## src/rtl/alimentador_rolhas_pkg.sv

```systemverilog
// Shared definitions for the cork feeder: FSM state encodings and default
// parameter values used by the feeder, its stock counter and the display.
package alimentador_rolhas_pkg;

  typedef enum logic [1:0] {
    StIdle   = 2'd0,
    StPlace  = 2'd1,
    StDone   = 2'd2,
    StStarve = 2'd3
  } state_e;

  localparam int unsigned StockMaxDef    = 99;
  localparam int unsigned InitStockDef   = 20;
  localparam int unsigned RefillDef      = 15;
  localparam int unsigned PlaceCyclesDef = 4;
  localparam int unsigned LowLevelDef    = 5;
  localparam int unsigned StockWDef      = 7;

endpackage

```

## src/rtl/alimentador_rolhas_contador_estoque.sv

```systemverilog
// Saturating cork stock counter.
// Ports:
//   clk, reset  - clock, asynchronous active-high reset (loads INIT_STOCK)
//   inc_en      - add REFILL corks this edge
//   dec_en      - remove one cork this edge
//   stock       - registered cork count
//   EMPTY, LOW  - stock == 0, stock <= LOW_LEVEL
module contador_estoque
  import alimentador_rolhas_pkg::*;
#(
  parameter int unsigned STOCK_MAX  = StockMaxDef,
  parameter int unsigned INIT_STOCK = InitStockDef,
  parameter int unsigned REFILL     = RefillDef,
  parameter int unsigned LOW_LEVEL  = LowLevelDef,
  parameter int unsigned W          = StockWDef
) (
  input  logic         clk,
  input  logic         reset,
  input  logic         inc_en,
  input  logic         dec_en,
  output logic [W-1:0] stock,
  output logic         EMPTY,
  output logic         LOW
);

  // One extra bit so the net sum never wraps before saturation.
  localparam int unsigned WE = W + 1;
  localparam logic [W:0] RefillExt = WE'(REFILL);
  localparam logic [W:0] MaxExt    = WE'(STOCK_MAX);

  logic [W-1:0] stock_q, stock_d;
  logic [W:0]   sum_d;

  // Net sum first, then clamp, so refill + dispense at the ceiling stays put.
  always_comb begin
    sum_d = {1'b0, stock_q};
    if (inc_en) sum_d = sum_d + RefillExt;
    if (dec_en && (sum_d != '0)) sum_d = sum_d - 1'b1;
    if (sum_d > MaxExt) stock_d = W'(STOCK_MAX);
    else                stock_d = sum_d[W-1:0];
  end

  always_ff @(posedge clk or posedge reset) begin
    if (reset) stock_q <= W'(INIT_STOCK);
    else       stock_q <= stock_d;
  end

  assign stock = stock_q;
  assign EMPTY = (stock_q == '0);
  assign LOW   = (stock_q <= W'(LOW_LEVEL));

endmodule

```

## src/rtl/alimentador_rolhas.sv

```systemverilog
// Cork feeder for the sealing station. Answers a level-held seal request GP
// by consuming one cork and, PLACE_CYCLES edges after acceptance, raising RO
// until GP drops. Tracks stock with operator refill and raises alarms.
// Ports:
//   clk, reset - clock, asynchronous active-high reset
//   GP         - seal request (level)
//   ADD        - operator refill button; each rising edge adds REFILL
//   RO         - cork placed (registered)
//   BUSY       - placement in progress or done
//   EMPTY, LOW - stock alarms
//   STARVED    - request waiting on empty stock
//   stock      - current cork count
//   state      - FSM state for debug/display
module alimentador_rolhas
  import alimentador_rolhas_pkg::*;
#(
  parameter int unsigned STOCK_MAX    = StockMaxDef,
  parameter int unsigned INIT_STOCK   = InitStockDef,
  parameter int unsigned REFILL       = RefillDef,
  parameter int unsigned PLACE_CYCLES = PlaceCyclesDef,
  parameter int unsigned LOW_LEVEL    = LowLevelDef,
  parameter int unsigned W            = StockWDef
) (
  input  logic         clk,
  input  logic         reset,
  input  logic         GP,
  input  logic         ADD,
  output logic         RO,
  output logic         BUSY,
  output logic         EMPTY,
  output logic         LOW,
  output logic         STARVED,
  output logic [W-1:0] stock,
  output logic [1:0]   state
);

  localparam int unsigned TimerW = (PLACE_CYCLES > 1) ? $clog2(PLACE_CYCLES) : 1;
  localparam logic [TimerW-1:0] TimerLoad = TimerW'(PLACE_CYCLES - 1);

  state_e            state_q;
  logic [TimerW-1:0] timer_q;
  logic              add_q;
  logic              ro_q, busy_q, starved_q;

  logic has_stock, accept, refill;

  assign has_stock = (stock != '0);
  // A dropped GP in STARVE returns to IDLE without consuming a cork.
  assign accept    = GP && has_stock && ((state_q == StIdle) || (state_q == StStarve));
  assign refill    = ADD && !add_q;

  contador_estoque #(
    .STOCK_MAX (STOCK_MAX),
    .INIT_STOCK(INIT_STOCK),
    .REFILL    (REFILL),
    .LOW_LEVEL (LOW_LEVEL),
    .W         (W)
  ) u_contador_estoque (
    .clk   (clk),
    .reset (reset),
    .inc_en(refill),
    .dec_en(accept),
    .stock (stock),
    .EMPTY (EMPTY),
    .LOW   (LOW)
  );

  always_ff @(posedge clk or posedge reset) begin
    if (reset) begin
      state_q   <= StIdle;
      timer_q   <= '0;
      add_q     <= 1'b0;
      ro_q      <= 1'b0;
      busy_q    <= 1'b0;
      starved_q <= 1'b0;
    end else begin
      add_q <= ADD;
      case (state_q)
        StIdle: begin
          if (GP) begin
            if (has_stock) begin
              state_q <= StPlace;
              timer_q <= TimerLoad;
              busy_q  <= 1'b1;
            end else begin
              state_q   <= StStarve;
              starved_q <= 1'b1;
            end
          end
        end
        StPlace: begin
          // GP is ignored here: the cork is already consumed.
          if (timer_q == '0) begin
            state_q <= StDone;
            ro_q    <= 1'b1;
          end else begin
            timer_q <= timer_q - 1'b1;
          end
        end
        StDone: begin
          if (!GP) begin
            state_q <= StIdle;
            ro_q    <= 1'b0;
            busy_q  <= 1'b0;
          end
        end
        StStarve: begin
          if (!GP) begin
            state_q   <= StIdle;
            starved_q <= 1'b0;
          end else if (has_stock) begin
            state_q   <= StPlace;
            timer_q   <= TimerLoad;
            starved_q <= 1'b0;
            busy_q    <= 1'b1;
          end
        end
        default: state_q <= StIdle;
      endcase
    end
  end

  assign RO      = ro_q;
  assign BUSY    = busy_q;
  assign STARVED = starved_q;
  assign state   = state_q;

endmodule

```

## config.mk

```make
export PLATFORM = sky130hd
export DESIGN_NAME = alimentador_rolhas
export DESIGN_NICKNAME = d
export VERILOG_FILES = /design/src/rtl/alimentador_rolhas_pkg.sv /design/src/rtl/alimentador_rolhas_contador_estoque.sv /design/src/rtl/alimentador_rolhas.sv
export SDC_FILE = /design/constraint.sdc
export NUM_CORES = 1
export LEC_CHECK = 0
export CAP_MARGIN = 40
export CORE_MARGIN = 3
export CORE_UTILIZATION = 40
export DETAILED_ROUTE_END_ITERATION = 7
export PLACE_DENSITY = 0.69
export SYNTH_ARGS = -nofsm -noshare
export SYNTH_HDL_FRONTEND = slang
export SYNTH_SLANG_ARGS = --single-unit
```

## constraint.sdc

```tcl
create_clock -name clk -period 3.2 [get_ports clk]
set_input_delay 0.32 -clock clk [delete_from_list [all_inputs] [get_ports clk]]
set_output_delay 0.32 -clock clk [all_outputs]
set_load 0.05 [all_outputs]
```

==> flow_metrics.env <==
export IMPL_yosysSeqAreaShare=0.274
export IMPL_clock_root_buffer="clkbuf_4"
export IMPL_drcViolationCount=0
export IMPL_async_flop_share=1.00
export IMPL_grt_overflow_total=0
export IMPL_area_growth_pct=18.6
export IMPL_port_buffers=17
export IMPL_drv_slew=0
export IMPL_tightest_slew_ps=673
export IMPL_synth_warning_count=0
export IMPL_via_count=1279
export IMPL_hold_viol=0
export IMPL_dpl_hpwl_um=2710
export IMPL_dr_pass1_iters=5
export IMPL_synth_adder_area_share=0.0908
export IMPL_path_clk_slew_ps=90
export IMPL_cts_resized=0
export IMPL_wl_per_cell_um=15.1
export IMPL_clkSinkCount=15
export IMPL_syn_inst=156
export IMPL_yosysTopAreaCellShare=0.236
export IMPL_synth_area_mm2=0.00138
export IMPL_slew_headroom=0.548
export IMPL_drive_above_1_share=0.119
export IMPL_p_leak_uw=0.000656
export IMPL_routabilityCongestion=1.01
export IMPL_floorplan_initialDensity=0.433
export IMPL_postRouteAntennaNets=0
export IMPL_setup_tns_ps=0
export IMPL_multi_input_area_um2=936
export IMPL_die_w_um=64.7
export IMPL_status="finished clean"
export IMPL_die_y_um=64.7
export IMPL_fp_coreArea_mm2=0.00318
export IMPL_yosys_area_share_simple=0.242
export IMPL_ctsLongestPathBuffers=2
export IMPL_h_tree_depth=1
export IMPL_setup_ws_ps=284
export IMPL_syn_nets=170
export IMPL_hp_class="in2async"
export IMPL_place_ws_ps=152
export IMPL_grt_pass1_wl_um=5780
export IMPL_fill_cells=308
export IMPL_regArea_um2=378
export IMPL_cp_max_fo=6
export IMPL_irDropWorstVdd_mv=0.520
export IMPL_fin_skew_ps=4.63
export IMPL_synth_distinct_cells=58
export IMPL_rows=20
export IMPL_synth_compound_area_frac=0.272
export IMPL_critPathKind="reg2reg"
export IMPL_synth_main_ff_cell="dfrtp_1"
export IMPL_max_stage_delay_ps=470
export IMPL_cts_tree="built"
export IMPL_grt_usage=0.172
export IMPL_wl_um=3330
export IMPL_path_cells="inv_1 -> ha_1 -> nor2_1 -> a21oi_1 -> ha_1 -> inv_1 -> a211oi_1 -> xnor2_1 -> a211o_1 -> nor4bb_2 -> a211o_1"
export IMPL_synth_area_leader_cell="dfrtp_1"
export IMPL_crit_required_ps=3360
export IMPL_r2r_cells=11
export IMPL_fin_nets=192
export IMPL_synth_top_cells_by_area="dfrtp_1 24%, ha_1 9.1%, a21oi_1 5.1%, a211oi_1 3.8%, dfstp_2 3.8%"
export IMPL_synth_xor_xnor_area_share=0.0500
export IMPL_layout_min_cycle_time_ps=2920
export IMPL_cp_end_kind="flop"
export IMPL_synth_avg_cell_area_um2=8.83
export IMPL_antennaDiodeCount=0
export IMPL_crit_slowest_cell="dfrtp_1"
export IMPL_first_global_vias=1276
export IMPL_dieArea_mm2=0.00418
export IMPL_startpoint_type="flop"
export IMPL_ys_ff_latch=15
export IMPL_synth_top_family_by_area="compound AO/OA/AOI/OAI gates"
export IMPL_synth_edff_count=0
export IMPL_holdWs_ps=388
export IMPL_p_per_area_mw_per_mm2=1090
export IMPL_via_per_inst=5.79
export IMPL_cts_buffers=3
export IMPL_muxShareOfSynthArea=0.0245
export IMPL_finalCritPeriodShare=0.911
export IMPL_drtIter0Drc=137
export IMPL_rsz0062_at_grt="no"
export IMPL_grt_max_degree=16
export IMPL_max_freq_mhz=343
export IMPL_setup_viol=0
export IMPL_io_pins=18
export IMPL_clock_latency_ps=270
export IMPL_postCtsHoldBufs=0
export IMPL_antenna_found_initial=0
export IMPL_cts_setup_buffers=0
export IMPL_maxCapViolCount=0
export IMPL_critical_path_arrival_ps=3080
==> logic make-up after synthesis <==
family,Yosys count
muxes,3
adders and majority gates,10
DFF,15
buffers and inverters,16
and+or+nand+nor,50
AOI/OAI and AO/OA,55
xor gates and xnor gates,7
==> through the flow <==
step | power (µW) | cell area (µm²) | utilization | std cells
final | 1780 | 1630 | 0.514 | 221
after global routing | 1920 | 1630 | 0.514 | 221
after CTS | 1780 | 1630 | 0.514 | 221
after detailed placement | 1670 | 1610 | 0.506 | 217
after global placement | 1650 | 1610 | 0.506 | 217
after floorplan | 1320 | 1380 | - | 156
==> power by group <==
part / switching [µW] / leakage (µW) / internal [µW]
clock: 58.9 / 0.0000177 / 46.2
sequential: 126 / 0.000170 / 278
combinational: 794 / 0.000468 / 474
total: 979 / 0.000656 / 798
==> metal layers <==
layer,share of wire,vias to the layer above,global-route usage
met5,0,-,0
met3,0.038,12,0.0191
met4,0.031,0,0.0871
met2,0.50,44,0.304
li1,-,631,-
met1,0.43,592,0.203
==> Yosys cell counts, types with 3 or more instances <==
library cell,n
a211oi_1,7
inv_1,13
nor2_1,8
nor3_1,4
a211o_1,4
ha_1,10
dfrtp_1,13
nor2b_1,3
a21oi_1,14
nand2_1,8
xnor2_1,3
o21ai_0,9
nand3_1,3
xor2_1,3
or2_1,3
o211ai_1,3
==> path summary, 6_finish.rpt <==
kind,endpoint,from,slack [ps]
setup reg to reg,u_contador_estoque.stock[1],u_contador_estoque.stock[1],280
setup / recovery,u_contador_estoque.stock[1],u_contador_estoque.stock[1],280
hold reg to reg,STARVED,STARVED,560
max in group asynchronous,u_contador_estoque.stock[2],reset,2440
hold / removal,state[1],reset,390
min in group clk,STARVED,STARVED,560
==> state kept, by name (all words and copies together) (netlist names) <==
| signal | flops |
|---|---|
| u_contador_estoque.stock | 7 |
| RO | 1 |
| add_q | 1 |
| STARVED | 1 |
| state | 2 |
| BUSY | 1 |
| timer_q | 2 |
==> final cells by class <==
type	instances	share of cell area
Timing Repair Buffer	19	0.113
Multi-Input combinational cell	125	0.573
Sequential cell	15	0.231
Tap cell	44	0.0337
Clock buffer	3	0.0138
Inverter	14	0.0322
Clock inverter	1	0.00306
==> cells in the final DEF, fill, tap and decap left out, types with 3 or more instances in the layout <==
cell and count:
a21oi_1 14, dfrtp_1 13, nor2b_1 3, nor2_1 8, nor3_1 4, clkdlybuf4s50_1 17
clkbuf_4 3, nand2_1 8, o211ai_1 3, nand3_1 3, a211oi_1 7, or2_1 3
o21ai_0 9, ha_1 10, inv_1 13, xnor2_1 3, xor2_1 3, a211o_1 4
==> worst max-delay path: cells and delay by family (launching register included) <==
family	cells	cell delay [ps]
AOI/OAI and AO/OA	4	1230
adders and majority gates	2	530
DFF	1	470
and+or+nand+nor	2	240
buffers and inverters	2	180
xor gates and xnor gates	1	150
Power figures use the tool's default switching activity.
